File: src/rtl/pipe_wall_skid_if.sv
// Handshake bundle for the two-wall skid stage. The master side is upstream/downstream
// traffic plus flush; the slave side is the stage controller itself.
interface pipe_wall_skid_if #(
    parameter int LENGTH = 74
);
    // Valid/ready rule on both sides: a transfer happens on a rising clk edge exactly when
    // valid and ready are both 1; a valid entry and its data stay put until transferred.
    logic              flush;
    logic              in_valid;
    logic              in_ready;
    logic [LENGTH-1:0] in_data;
    logic              out_valid;
    logic              out_ready;
    logic [LENGTH-1:0] out_data;
    logic [1:0]        occupancy;

    modport master (
        output flush, in_valid, in_data, out_ready,
        input  in_ready, out_valid, out_data, occupancy
    );

    modport slave (
        input  flush, in_valid, in_data, out_ready,
        output in_ready, out_valid, out_data, occupancy
    );
endinterface

File: src/rtl/pipe_wall_skid_ctrl.sv
// Two-entry skid stage (main wall + skid wall) with registered in_ready and single-cycle flush.
// Optional stall counter output enabled by defining PIPE_WALL_STALL_CNT_EN.
module pipe_wall_skid_ctrl #(
    parameter int LENGTH = 74
) (
    input  logic                clk,
    input  logic                reset,
    pipe_wall_skid_if.slave     bus
`ifdef PIPE_WALL_STALL_CNT_EN
    ,
    output logic [15:0]         stall_cnt
`endif
);

    // Encoding equals the entry count, so occupancy doubles as the visible FSM state.
    typedef enum logic [1:0] {
        EMPTY = 2'd0,
        ONE   = 2'd1,
        TWO   = 2'd2
    } state_t;

    state_t            state_q;
    state_t            state_d;
    logic              out_valid_q;
    logic              not_full_q;
    logic [LENGTH-1:0] main_q;
    logic [LENGTH-1:0] skid_q;
    logic [LENGTH-1:0] main_d;

    logic acc;
    logic deq;
    logic main_en;
    logic skid_en;
    logic main_sel_skid;
    logic in_ready_w;

    assign in_ready_w    = reset & not_full_q;
    assign bus.in_ready  = in_ready_w;
    assign bus.out_valid = out_valid_q;
    assign bus.out_data  = main_q;
    assign bus.occupancy = state_q;

    assign acc = bus.in_valid & in_ready_w;
    assign deq = out_valid_q & bus.out_ready;

    always_comb begin
        state_d       = state_q;
        main_en       = 1'b0;
        skid_en       = 1'b0;
        main_sel_skid = 1'b0;
        if (bus.flush) begin
            state_d = EMPTY;
        end else begin
            case (state_q)
                EMPTY: begin
                    if (acc) begin
                        main_en = 1'b1;
                        state_d = ONE;
                    end
                end
                ONE: begin
                    if (acc && deq) begin
                        main_en = 1'b1;
                    end else if (acc) begin
                        skid_en = 1'b1;
                        state_d = TWO;
                    end else if (deq) begin
                        state_d = EMPTY;
                    end
                end
                TWO: begin
                    // Upstream is blocked here, so the only move is skid -> main.
                    if (deq) begin
                        main_en       = 1'b1;
                        main_sel_skid = 1'b1;
                        state_d       = ONE;
                    end
                end
                default: state_d = EMPTY;
            endcase
        end
    end

    assign main_d = main_sel_skid ? skid_q : bus.in_data;

    always_ff @(posedge clk) begin
        if (!reset) begin
            state_q     <= EMPTY;
            out_valid_q <= 1'b0;
            not_full_q  <= 1'b1;
            main_q      <= '0;
            skid_q      <= '0;
        end else begin
            state_q     <= state_d;
            out_valid_q <= (state_d != EMPTY);
            not_full_q  <= (state_d != TWO);
            if (main_en) main_q <= main_d;
            if (skid_en) skid_q <= bus.in_data;
        end
    end

`ifdef PIPE_WALL_STALL_CNT_EN
    always_ff @(posedge clk) begin
        if (!reset) begin
            stall_cnt <= '0;
        end else if (out_valid_q && !bus.out_ready && !bus.flush && (stall_cnt != 16'hFFFF)) begin
            stall_cnt <= stall_cnt + 16'd1;
        end
    end
`endif

endmodule

File: src/flat_wrapper.sv
// flat-port wrapper written by rule: the top's interface ports become plain ports
module pipe_wall_skid_ctrl_flat 
#(
    parameter int LENGTH = 74
)
  (clk, reset, bus_flush, bus_in_valid, bus_in_data, bus_out_ready, bus_in_ready, bus_out_valid, bus_out_data, bus_occupancy);
  pipe_wall_skid_if #(.LENGTH(LENGTH)) bus_i ();
  input  logic clk;
  input  logic reset;
  input wire logic [$bits(bus_i.flush)-1:0] bus_flush;
  input wire logic [$bits(bus_i.in_valid)-1:0] bus_in_valid;
  input wire logic [$bits(bus_i.in_data)-1:0] bus_in_data;
  input wire logic [$bits(bus_i.out_ready)-1:0] bus_out_ready;
  output wire logic [$bits(bus_i.in_ready)-1:0] bus_in_ready;
  output wire logic [$bits(bus_i.out_valid)-1:0] bus_out_valid;
  output wire logic [$bits(bus_i.out_data)-1:0] bus_out_data;
  output wire logic [$bits(bus_i.occupancy)-1:0] bus_occupancy;
  assign bus_i.flush = bus_flush;
  assign bus_i.in_valid = bus_in_valid;
  assign bus_i.in_data = bus_in_data;
  assign bus_i.out_ready = bus_out_ready;
  assign bus_in_ready = bus_i.in_ready;
  assign bus_out_valid = bus_i.out_valid;
  assign bus_out_data = bus_i.out_data;
  assign bus_occupancy = bus_i.occupancy;
  pipe_wall_skid_ctrl #(.LENGTH(LENGTH)) u_core (.clk(clk), .reset(reset), .bus(bus_i));
endmodule
File: config.mk
export PLATFORM = sky130hd
export DESIGN_NAME = pipe_wall_skid_ctrl_flat
export DESIGN_NICKNAME = d
export VERILOG_FILES = /design/src/rtl/pipe_wall_skid_if.sv /design/src/rtl/pipe_wall_skid_ctrl.sv /design/src/flat_wrapper.sv
export SDC_FILE = /design/constraint.sdc
export NUM_CORES = 1
export LEC_CHECK = 0
export CORE_UTILIZATION = 52
export CTS_CLUSTER_SIZE = 30
export DETAILED_ROUTE_END_ITERATION = 7
export PLACE_DENSITY = 0.86
export REMOVE_ABC_BUFFERS = 1
export SETUP_SLACK_MARGIN = 0.15
export SLEW_MARGIN = 5
export SYNTH_ARGS = -nofsm -noshare
export SYNTH_HDL_FRONTEND = slang
export SYNTH_SLANG_ARGS = --single-unit
File: constraint.sdc
create_clock -name clk -period 3.2 [get_ports clk]
set_input_delay 0.32 -clock clk [delete_from_list [all_inputs] [get_ports clk]]
set_output_delay 0.32 -clock clk [all_outputs]
set_load 0.02 [all_outputs]
# [Word-level counts from Yosys, hierarchy flattened]
# Cells that the tools add are included.
[word_totals] n_memories=0 input_bits=79 ram_bits=0 ff_bits=152 out_inout_bits=78 word_cells=32 romBits=0 latch_bits=0
[op_classes] n_reduce_logical=3 mul=0 n_eq_ne=3 shifts=0 n_bitwise=3 order_cmp=0 addsub=0 div_mod_pow=0 muxes=18
[ops] op="74-bit 2-to-1 mux" n=1
[ops] op="2-bit 2-to-1 mux" n=6
[ops] op="1-bit 2-to-1 mux" n=9
[ops] op="2-bit one-hot mux with 3 select lines" n=1
[ops] op="1-bit AND" n=3
[ops] op="1-bit one-hot mux with 3 select lines" n=1
[ops] op="2-bit by 1-bit == test with 1-bit output (second input constant)" n=1
[ops] op="2-bit == test (second input constant)" n=1
[ops] op="2-bit logical NOT" n=1
[ops] op="2-bit inequality test (second input constant)" n=1
[ops] op="2-bit nonzero test" n=1
[ops] op="1-bit logical AND" n=1

# [Depth between registers and ports, before layout]
# Gate-level depths: netlist of the first run.
[logic_depth] word_depth=7 depth_mapped=6 mapped_depth_nobuf=4

# [Worst setup path before layout of the first run]
# OpenSTA, ideal clock, no wires.
[synth_timing] path_kind="reg-to-reg" startpoint="register u_core.state_q[0] (netlist: u_core.bus.occupancy[0])" endpoint="register u_core.skid_q[0]" period_less_slack_ps=1731 path_stages_with_launch=7 path_buffers=2 setup_ps=116 t_arrival_ps=1614 setup_slack_ps=1469 required_ps=3084 cell_sequence="dfxtp_1 > a21bo_2 > or4_4 > buf_6 > buf_6 > nand2_1 > a21boi_1"
[synth_between] elab_chain_len=3
[synth_rtl] element="start, declared" line="pipe_wall_skid_ctrl.sv:22" source="state_t state_q;"
[synth_rtl] element="start signal, assigned" line="pipe_wall_skid_ctrl.sv:94" source="state_q <= state_d;"
[synth_rtl] element="2-bit by 1-bit == test with 1-bit output" line="pipe_wall_skid_ctrl.sv:54" source="case (state_q)"
[synth_rtl] element="1-bit 2-to-1 mux" line="pipe_wall_skid_ctrl.sv:54"
[synth_rtl] element="1-bit 2-to-1 mux" line="pipe_wall_skid_ctrl.sv:51" source="if (bus.flush) begin"
[synth_rtl] element="end signal, assigned" line="pipe_wall_skid_ctrl.sv:98" source="if (skid_en) skid_q <= bus.in_data;"
[synth_rtl] element="end, declared" line="pipe_wall_skid_ctrl.sv:27" source="logic [LENGTH-1:0] skid_q;"
# No other way between the ends.
# A chain may end at the register's enable or synchronous reset.

# [Worst setup path after layout of the first run]
[layout_timing] startpoint="register u_core.state_q[0] (netlist: u_core.bus.occupancy[0])" endpoint="register u_core.skid_q[32]"
# The elaborated chain is that of the path after synthesis.

==> impl_metrics.py, run 1 <==
metrics = {
    "clock_tree": {
        "h-tree-depth": 4,
        "clockBufferDepth": 2,
        "hold_buffers": 0,
        "post-cts-setup-buffer-count": 0,
        "cts-resized-gates": 0,
        "tritoncts": "done",
        "cts-root-buf": "clkbuf_16",
        "cts_buffers": 17,
        "cts.sinks": 152,
        "insertion_delay_ps": 410,
        "clk_pin_slew_ps": 60,
    },
    "detailed_routing": {
        "drt_iter0_drc": 305,
        "drc": 0,
        "firstDrtPassIters": 7,
        "vias": 5229,
        "routed_wirelength_um": 14700,
        "viasPerCell": 5.48,
        "ant_nets": 0,
        "wl_per_cell_um": 15.4,
    },
    "timing": {
        "setup_tns_ps": 0,
        "timing.hold.ws_ps": 442,
        "skew_ps": 9.35,
        "final_max_slew_viol_count": 0,
        "hold_violations": 0,
        "post-route-min-period_ps": 2030,
        "setup_slack_ps": 1170,
        "period_share": 0.634,
        "rsz0062_at_grt": "no",
        "maxSlewHeadroom": 0.462,
        "setup_viol": 0,
        "worst_pin_slew_ps": 807,
        "fmax_mhz": 493,
    },
    "power_and_ir_drop": {
        "ir_worst_vdd_mv": 0.354,
        "sequentialPowerShare": 0.442,
        "powerDensity_nw_per_um2": 539,
        "power.total_mw": 4.42,
        "pwr-share-comb": 0.086,
        "internal_power_mw": 3.47,
        "power_switching_share": 0.216,
        "p_leak_nw": 2.75,
        "clkPwrFrac": 0.472,
        "p_sw_mw": 0.957,
    },
    "synth": {
        "synthesis.area_um2": 6020,
        "synth.distinct_cells": 25,
        "ys_seq_elements": 152,
        "yosysSeqAreaShare": 0.505,
        "synthCells": 666,
        "yosys_warnings": 0,
        "syn_area_per_cell_um2": 9.04,
    },
    "cells_and_area": {
        "final_common_cell": "nand2_1",
        "fin_util": 0.740,
        "final.fill_count": 777,
        "antenna_cells": 0,
        "final_nets": 881,
        "fin_cells": 955,
        "finalInstanceArea_um2": 8200,
        "drive_gt1_frac": 0.0577,
        "final_cell_mix": "nand2_1 (224), clkdlybuf4s50_1 (155), dfxtp_1 (152)",
        "syn_to_final_growth_pct": 36.2,
    },
    "floorplanning": {
        "start_util": 0.543,
        "ios": 157,
        "die_y_um": 110,
        "core_um2": 11100,
        "die_area_um2": 12000,
        "rows": 38,
        "dieWidth_um": 110,
    },
    "flow_run": {
        "drv_cap": 0,
    },
    "hold_path": {
        "whs_endpoint": "u_core.bus.out_valid$_SDFF_PN0_",
        "hp-start": "reset",
        "hp-class": "primary input to register",
        "min_path_cells": 5,
    },
    "placed_design": {
        "portBuffers": 156,
        "post_dp_cell_area_um2": 7580,
        "place.gp.congestion": 0.787,
        "hpwl_um": 9430,
        "pre_cts_slack_ps": 875,
        "dp_cells": 923,
    },
    "setup_path": {
        "critPathMaxFanout": 74,
        "endpoint_kind": "register",
        "path_cells": "a21bo_2, or4_4, nand2_1, a21boi_1",
        "criticalPathCategory": "register to register",
        "slowest_stage": "or4_4",
        "arrival_ps": 2320,
        "rr_worst_depth": 4,
        "slowest_delay_ps": 840,
        "reg2reg_to": "u_core.skid_q[32]$_SDFFE_PN0P_",
        "required_ps": 3490,
        "r2r-start": "u_core.bus.occupancy[0]$_SDFF_PN0_",
        "critPathLaunchType": "register",
        "crit_family": "simple AND/OR/NAND/NOR gates",
        "crit_buf_inv": 0,
        "r2r_slack_ps": 1170,
    },
    "grt": {
        "grt_pass1_wl_um": 23300,
        "grt_pass1_vias": 4983,
        "antenna_found_initial": 0,
        "grt-ovfl-total": 0,
        "grt_max_degree": 77,
        "track_usage": 0.250,
    },
    "status": {
        "status": "finished, final reports clean",
    },
}
==> flip-flops by register name (all words and copies together) (netlist names) <==
register,count
u_core.bus.out_data,74
u_core.skid_q,74
u_core.bus.out_valid,1
u_core.not_full_q,1
u_core.bus.occupancy,2
==> area by class of cell <==
class | instances | area [um^2] | share of cell area
Timing Repair Buffer | 165 | 1670 | 0.204
Clock buffer | 20 | 447 | 0.0545
Tap cell | 140 | 175 | 0.0214
Multi-Input combinational cell | 464 | 2680 | 0.327
Sequential cell | 152 | 3040 | 0.371
Inverter | 2 | 7.51 | 0.000916
Clock inverter | 12 | 174 | 0.0212
==> worst reg2reg max path, stage by stage (launching register included) <==
cell and delay, ps:
dfxtp_1 430, a21bo_2 290, or4_4 840, nand2_1 250, a21boi_1 100
==> power groups by stage <==
| stage | Clock [mW] | Combinational [mW] | Sequential (mW) |
|---|---|---|---|
| after floorplan | 0 | 0.119 | 2.03 |
| after global placement | 0 | 0.373 | 1.99 |
| after detailed placement | 0 | 0.381 | 1.99 |
| after CTS | 2.11 | 0.383 | 1.95 |
| after global routing | 2.19 | 0.406 | 1.96 |
| final | 2.09 | 0.382 | 1.95 |
==> logic make-up after synthesis <==
logic type	after synthesis	share of synthesized area
AO/OA/AOI/OAI	154	0.161
buffers and inverters	50	0.0538
flip-flops	152	0.505
multiplexers	75	0.125
AND/OR/NAND/NOR	235	0.155
==> synthesized netlist by cell type <==
library cell / count / area share
buf_4: 7 / 0.0087
buf_6: 14 / 0.026
dfxtp_1: 152 / 0.51
nor4_1: 1 / 0.0010
a21bo_2: 1 / 0.0017
inv_1: 2 / 0.0012
o21ai_1: 61 / 0.051
nand2_1: 224 / 0.14
nor2_1: 2 / 0.0012
a21boi_0: 14 / 0.017
and2_1: 1 / 0.0010
nand2b_1: 2 / 0.0021
o21ai_0: 15 / 0.012
a32oi_1: 1 / 0.0015
mux2i_1: 75 / 0.12
or4_4: 1 / 0.0019
nand3_2: 1 / 0.0017
a221o_1: 1 / 0.0017
nand4b_1: 1 / 0.0015
nor4b_4: 1 / 0.0039
a21oi_1: 1 / 0.00083
buf_2: 4 / 0.0033
a21boi_1: 60 / 0.075
nand4_1: 1 / 0.0010
clkbuf_1: 23 / 0.014
==> routing by layer <==
layer	GRT usage	wire length, um	vias up
met4	0.0981	262	0
met3	0.0510	1010	28
li1	-	-	2498
met1	0.317	6290	2476
met5	0	0	-
met2	0.417	7160	227
==> worst max-delay path by stage <==
stage / depth (start not counted) / endpoint / startpoint / slack, ps
floorplan: 4 / u_core.skid_q[0]$_SDFFE_PN0P_ / u_core.bus.occupancy[0]$_SDFF_PN0_ / -3050
global placement: 5 / u_core.skid_q[52]$_SDFFE_PN0P_ / bus_out_ready / 940
detailed placement: 6 / u_core.bus.out_data[2]$_SDFFE_PN0P_ / bus_out_ready / 870
CTS: 4 / u_core.skid_q[32]$_SDFFE_PN0P_ / u_core.bus.occupancy[0]$_SDFF_PN0_ / 1220
global route: 4 / u_core.skid_q[49]$_SDFFE_PN0P_ / u_core.bus.occupancy[0]$_SDFF_PN0_ / 1110
finish: 4 / u_core.skid_q[32]$_SDFFE_PN0P_ / u_core.bus.occupancy[0]$_SDFF_PN0_ / 1170
(Power assumes the default switching activity.)
==> run 2: changes to the inputs <==
--- a/config.mk
+++ b/config.mk
@@ -5,10 +5,10 @@
 export SDC_FILE = /design/constraint.sdc
 export NUM_CORES = 1
 export LEC_CHECK = 0
-export CORE_UTILIZATION = 52
+export CORE_UTILIZATION = 49
 export CTS_CLUSTER_SIZE = 30
 export DETAILED_ROUTE_END_ITERATION = 7
-export PLACE_DENSITY = 0.86
+export PLACE_DENSITY = 0.81
 export REMOVE_ABC_BUFFERS = 1
 export SETUP_SLACK_MARGIN = 0.15
 export SLEW_MARGIN = 5
==> constraint.sdc (replaced) <==
create_clock -name clk -period 2.05 [get_ports clk]
set_input_delay 0.205 -clock clk [delete_from_list [all_inputs] [get_ports clk]]
set_output_delay 0.205 -clock clk [all_outputs]
set_load 0.02 [all_outputs]
==> run 2 against run 1 <==
  * Global-route usage shrank 1.1 points
  * Via count shrank 1.0%
  * Clock-buffer cell count grew 5
  * Final area grew 1.1%
  * Sequential power grew 56%
  * Total power grew 51%
  * Clock power grew 44%
  * Hold slack lost 80 ps
  * Routed wire length is essentially flat
  * Clock skew shrank 4.0 ps
  * First-iteration DRC count grew 55%
  * Highest routed layer unchanged
==> impl_metrics.py, run 2 (synthesis results as in run 1) <==
metrics = {
    "setup_path": {
        "arrival_ps": 1630,
        "slowest_stage": "clkdlybuf4s50_1",
        "required_ps": 1850,
        "crit_buf_inv": 1,
        "critPathLaunchType": "register",
        "path_cells": "clkdlybuf4s50_1",
        "endpoint_kind": "output port",
        "slowest_delay_ps": 680,
        "critPathMaxFanout": 8,
        "crit_family": "buffers and inverters",
        "crit_path_start": "u_core.bus.occupancy[1]$_SDFF_PN0_",
        "r2r-start": "u_core.bus.occupancy[0]$_SDFF_PN0_",
        "criticalPathCategory": "register to output port",
    },
    "timing": {
        "period_share": 0.896,
        "skew_ps": 5.34,
        "post-route-min-period_ps": 1840,
        "rsz0062_at_grt": "yes",
        "hold_violations": 0,
        "maxSlewHeadroom": 0.701,
        "final_max_slew_viol_count": 0,
        "fmax_mhz": 544,
        "setup_viol": 0,
        "setup_tns_ps": 0,
        "worst_pin_slew_ps": 449,
        "timing.hold.ws_ps": 363,
    },
    "clock_tree": {
        "hold_buffers": 0,
        "h-tree-depth": 4,
        "post-cts-setup-buffer-count": 0,
        "clk_pin_slew_ps": 60,
        "cts-resized-gates": 0,
        "cts-root-buf": "clkbuf_16",
        "cts_buffers": 17,
        "tritoncts": "done",
        "insertion_delay_ps": 410,
        "clockBufferDepth": 2,
        "cts.sinks": 152,
    },
    "grt": {
        "busiest_layer": "met2",
        "antenna_found_initial": 0,
        "track_usage": 0.239,
        "grt_pass1_vias": 5156,
        "grt_max_degree": 43,
        "met1_usage": 0.290,
        "use_met2": 0.413,
        "grt-ovfl-total": 0,
        "grt_pass1_wl_um": 24400,
        "grtUsageMet3": 0.0557,
    },
    "status": {
        "status": "finished, final reports clean",
    },
    "placed_design": {
        "place.gp.congestion": 0.794,
        "hpwl_um": 9560,
        "dp_cells": 939,
        "portBuffers": 156,
    },
    "cells_and_area": {
        "final_nets": 890,
        "drive_gt1_frac": 0.0680,
        "final.fill_count": 950,
        "final_common_cell": "nand2_1",
        "seqCellArea_um2": 3040,
        "antenna_cells": 0,
        "fin_cells": 971,
        "multi_input_area_um2": 2680,
        "syn_to_final_growth_pct": 37.6,
        "fin_util": 0.690,
        "final_cell_mix": "nand2_1 (224), clkdlybuf4s50_1 (155), dfxtp_1 (152)",
    },
    "floorplanning": {
        "start_util": 0.501,
        "die_y_um": 113,
        "dieWidth_um": 113,
        "core_um2": 12000,
        "die_area_um2": 12700,
        "rows": 40,
        "ios": 157,
    },
    "detailed_routing": {
        "ant_nets": 0,
        "vias": 5176,
        "drt_iter0_drc": 472,
        "routed_wirelength_um": 14700,
        "drc": 0,
        "viasPerCell": 5.33,
        "wl_per_cell_um": 15.2,
        "firstDrtPassIters": 6,
    },
    "power_and_ir_drop": {
        "ir_worst_vdd_mv": 0.706,
        "p_leak_nw": 2.80,
        "powerDensity_nw_per_um2": 805,
    },
    "hold_path": {
        "hp-class": "primary input to register",
        "hp-start": "reset",
    },
    "flow_run": {
        "drv_cap": 0,
    },
}
-- run 2: changes by cell type in the layout (fill, tap and decap cells not counted) --
| cell | previous run | this run |
|---|---|---|
| clkbuf_8 | 1 | 6 |
| clkinvlp_4 | 1 | 2 |
| buf_12 | 4 | 8 |
| inv_6 | 1 | 0 |
| bufinv_16 | 4 | 1 |
| buf_4 | 5 | 10 |
| clkinv_4 | 2 | 0 |
-- run 2: layer usage --
layer | wire (um) | vias up
li1 | - | 2513
met3 | 800 | 24
met2 | 7390 | 181
met1 | 6300 | 2458
met4 | 219 | 0
met5 | 0 | -
-- run 2: stage by stage --
stage                     power (mW)  instance area [um^2]  worst slack, ps
final                           6.67                  8290              213
after global routing            6.89                  8290             77.7
after CTS                       6.71                  8290              209
after detailed placement        3.72                  7700             19.3
after global placement          3.71                  7700             98.5
after floorplan                 3.36                  5700            -4200
-- run 2: final cells by class --
type	count	area share
Clock inverter	7	0.00785
Inverter	2	0.000906
Clock buffer	25	0.0622
Sequential cell	152	0.367
Timing Repair Buffer	174	0.216
Tap cell	147	0.0222
Multi-Input combinational cell	464	0.323
-- run 2: path summary, 6_finish.rpt --
check	endpoint	slack, ps	cells after the start
min	u_core.skid_q[52]$_SDFFE_PN0P_	360	3
min reg2reg	u_core.bus.out_data[25]$_SDFFE_PN0P_	450	2
max reg2reg	u_core.skid_q[53]$_SDFFE_PN0P_	270	5
max	bus_occupancy[1]	210	1
-- run 2: report_power, final --
group,internal [mW],switching [mW]
clock,1.86,1.15
sequential,3.01,0.0367
combinational,0.336,0.271
total,5.21,1.46
==> run 3: changes to the inputs <==
--- a/config.mk
+++ b/config.mk
@@ -5,10 +5,11 @@
 export SDC_FILE = /design/constraint.sdc
 export NUM_CORES = 1
 export LEC_CHECK = 0
-export CORE_UTILIZATION = 49
+export ABC_AREA = 1
+export CORE_UTILIZATION = 51
 export CTS_CLUSTER_SIZE = 30
 export DETAILED_ROUTE_END_ITERATION = 7
-export PLACE_DENSITY = 0.81
+export PLACE_DENSITY = 0.82
 export REMOVE_ABC_BUFFERS = 1
 export SETUP_SLACK_MARGIN = 0.15
 export SLEW_MARGIN = 5
==> run 3 against run 2 <==
  * Total power is 1.0% higher
  * Synthesized area is 18% higher
  * Global-route usage up 2.8 points
  * Cell count rose by 43%
  * Combinational power up 46%
  * Clock skew rose by 6.7 ps
  * Sequential power is 1% higher
  * First-iteration DRC count increased by 56%
  * Hold slack got worse by 230 ps
  * Critical endpoint is now bus_in_ready
==> impl_metrics.py, run 3 <==
metrics = {
    "clock_tree": {
        "hold_buffers": 0,
        "insertion_delay_ps": 430,
        "cts_buffers": 17,
        "clk_pin_slew_ps": 60,
        "cts.sinks": 152,
        "cts-resized-gates": 0,
        "clockBufferDepth": 2,
        "tritoncts": "done",
        "h-tree-depth": 4,
        "cts-root-buf": "clkbuf_16",
        "post-cts-setup-buffer-count": 0,
    },
    "power_and_ir_drop": {
        "ir_worst_vdd_mv": 0.570,
        "p_leak_nw": 4.03,
        "sequentialPowerShare": 0.459,
        "p_sw_mw": 1.68,
        "clkPwrFrac": 0.409,
        "pwr-share-comb": 0.132,
        "powerDensity_nw_per_um2": 731,
        "power.total_mw": 6.74,
        "internal_power_mw": 5.05,
        "power_switching_share": 0.250,
    },
    "synth": {
        "synthCells": 1091,
        "synth_top_area_frac": 0.429,
        "synth.most_common_cell": "nand2_1",
        "synth.distinct_cells": 18,
        "synth_top_cells_by_area": "dfxtp_1 (43%), nand2_1 (16%), nand3_1 (16%), nor2_1 (8.0%), a21oi_1 (5.2%)",
        "yosysSeqAreaShare": 0.429,
        "synthArstFlopShare": 0,
        "syn_area_per_cell_um2": 6.50,
        "yosys_warnings": 0,
        "synth_edf_count": 0,
        "synth-main-ff-cell": "dfxtp_1",
        "synthTopCellsByCount": "nand2_1 (306), nand3_1 (225), dfxtp_1 (152), nor2_1 (152), inv_1 (82)",
        "synthesis.area_um2": 7100,
        "ys_seq_elements": 152,
        "yosys.area.top_type": "dfxtp_1",
    },
    "placed_design": {
        "hpwl_um": 11300,
        "place.gp.congestion": 0.810,
        "portBuffers": 156,
        "post_dp_cell_area_um2": 8710,
    },
    "hold_path": {
        "hp-class": "primary input to register",
        "min_path_cells": 3,
    },
    "detailed_routing": {
        "viasPerCell": 5.17,
        "routed_wirelength_um": 18900,
        "ant_nets": 0,
        "drc": 0,
        "firstDrtPassIters": 6,
        "wl_per_cell_um": 13.7,
        "vias": 7171,
        "drt_iter0_drc": 738,
    },
    "cells_and_area": {
        "final_cell_mix": "nand2_1 (305), nand3_1 (224), clkdlybuf4s50_1 (155)",
        "final_common_cell": "nand2_1",
        "final_nets": 1279,
        "syn_to_final_growth_pct": 29.9,
        "fin_util": 0.688,
        "antenna_cells": 0,
        "drive_gt1_frac": 0.0495,
        "finalInstanceArea_um2": 9220,
    },
    "setup_path": {
        "criticalPathCategory": "register to output port",
        "endpoint_kind": "output port",
        "critPathLaunchType": "register",
        "required_ps": 1850,
        "arrival_ps": 1540,
        "critPathMaxFanout": 2,
        "rr_worst_depth": 5,
    },
    "timing": {
        "timing.hold.ws_ps": 133,
        "setup_tns_ps": 0,
        "worst_pin_slew_ps": 518,
        "fmax_mhz": 574,
        "setup_viol": 0,
        "rsz0062_at_grt": "no",
        "period_share": 0.850,
        "hold_violations": 0,
        "skew_ps": 12.1,
        "final_max_slew_viol_count": 0,
        "maxSlewHeadroom": 0.655,
        "post-route-min-period_ps": 1740,
    },
    "floorplanning": {
        "dieWidth_um": 120,
        "rows": 42,
        "core_um2": 13400,
        "start_util": 0.530,
        "die_y_um": 120,
        "ios": 157,
        "die_area_um2": 14400,
    },
    "grt": {
        "grt_pass1_wl_um": 30800,
        "grt_max_degree": 76,
        "antenna_found_initial": 0,
        "grt_pass1_vias": 6235,
        "met1_usage": 0.358,
        "use_met2": 0.423,
        "grt-ovfl-total": 0,
        "track_usage": 0.266,
        "grtUsageMet3": 0.0542,
        "busiest_layer": "met2",
    },
    "status": {
        "status": "finished, final reports clean",
    },
    "flow_run": {
        "drv_cap": 0,
    },
}
## run 3: cell types whose count changed in the layout (fill, tap and decap cells not counted), sizes merged, moves of 5 or more
| cell | delta |
|---|---|
| mux2i | -75 |
| nand2 | +84 |
| buf | +5 |
| nand3 | +225 |
| a21oi | +73 |
| nor2 | +153 |
| inv | +83 |
| o21ai | -74 |
| a21boi | -74 |
## run 3: cell type report
class / count / area [um^2]
clock buffer: 27 / 483
sequential: 152 / 3040
inverter: 85 / 319
fill: 1174 / 4180
clock inverter: 4 / 20.0
tap: 176 / 220
timing repair buffer: 179 / 1830
multi-input combinational: 765 / 3300
## run 3: power groups by stage
| stage | clock [mW] | sequential (mW) | combinational, mW |
|---|---|---|---|
| final | 2.76 | 3.09 | 0.887 |
| after global routing | 2.91 | 3.10 | 0.970 |
| after CTS | 2.77 | 3.09 | 0.887 |
| after detailed placement | 0 | 3.16 | 0.880 |
| after global placement | 0 | 3.16 | 0.872 |
| after floorplan | 0 | 3.25 | 0.315 |
## run 3: path summary, 6_finish.rpt
path	start	to	slack, ps
setup / recovery	u_core.not_full_q$_SDFF_PN1_	bus_in_ready	310
setup reg to reg	u_core.bus.occupancy[0]$_SDFF_PN0_	u_core.skid_q[1]$_SDFFE_PN0P_	450
hold reg to reg	u_core.skid_q[37]$_SDFFE_PN0P_	u_core.skid_q[37]$_SDFFE_PN0P_	460
hold / removal	reset	u_core.bus.out_data[38]$_SDFFE_PN0P_	130
## run 3: stage by stage
step                setup WS [ps]  cells
floorplan                   -2300   1002
global placement              179   1357
finish                        308   1388
CTS                           297   1388
detailed placement            132   1357
global route                  239   1388
## run 3: worst max-delay path, cell delays in order, from the launching register on
cell and delay [ps]:
dfxtp_1 340, nand2_1 90, inv_1 70, clkdlybuf4s50_1 610
## run 3: cell families after synthesis
group | share of synthesized area
AND/OR/NAND/NOR | 0.408
AO/OA/AOI/OAI | 0.0536
buffers and inverters | 0.109
flip-flops | 0.429
## run 3: layer usage
metal | vias up | part of all wire
met3 | 23 | 0.068
met2 | 256 | 0.47
met4 | 0 | 0.012
met1 | 3247 | 0.44
met5 | - | 0
li1 | 3645 | -
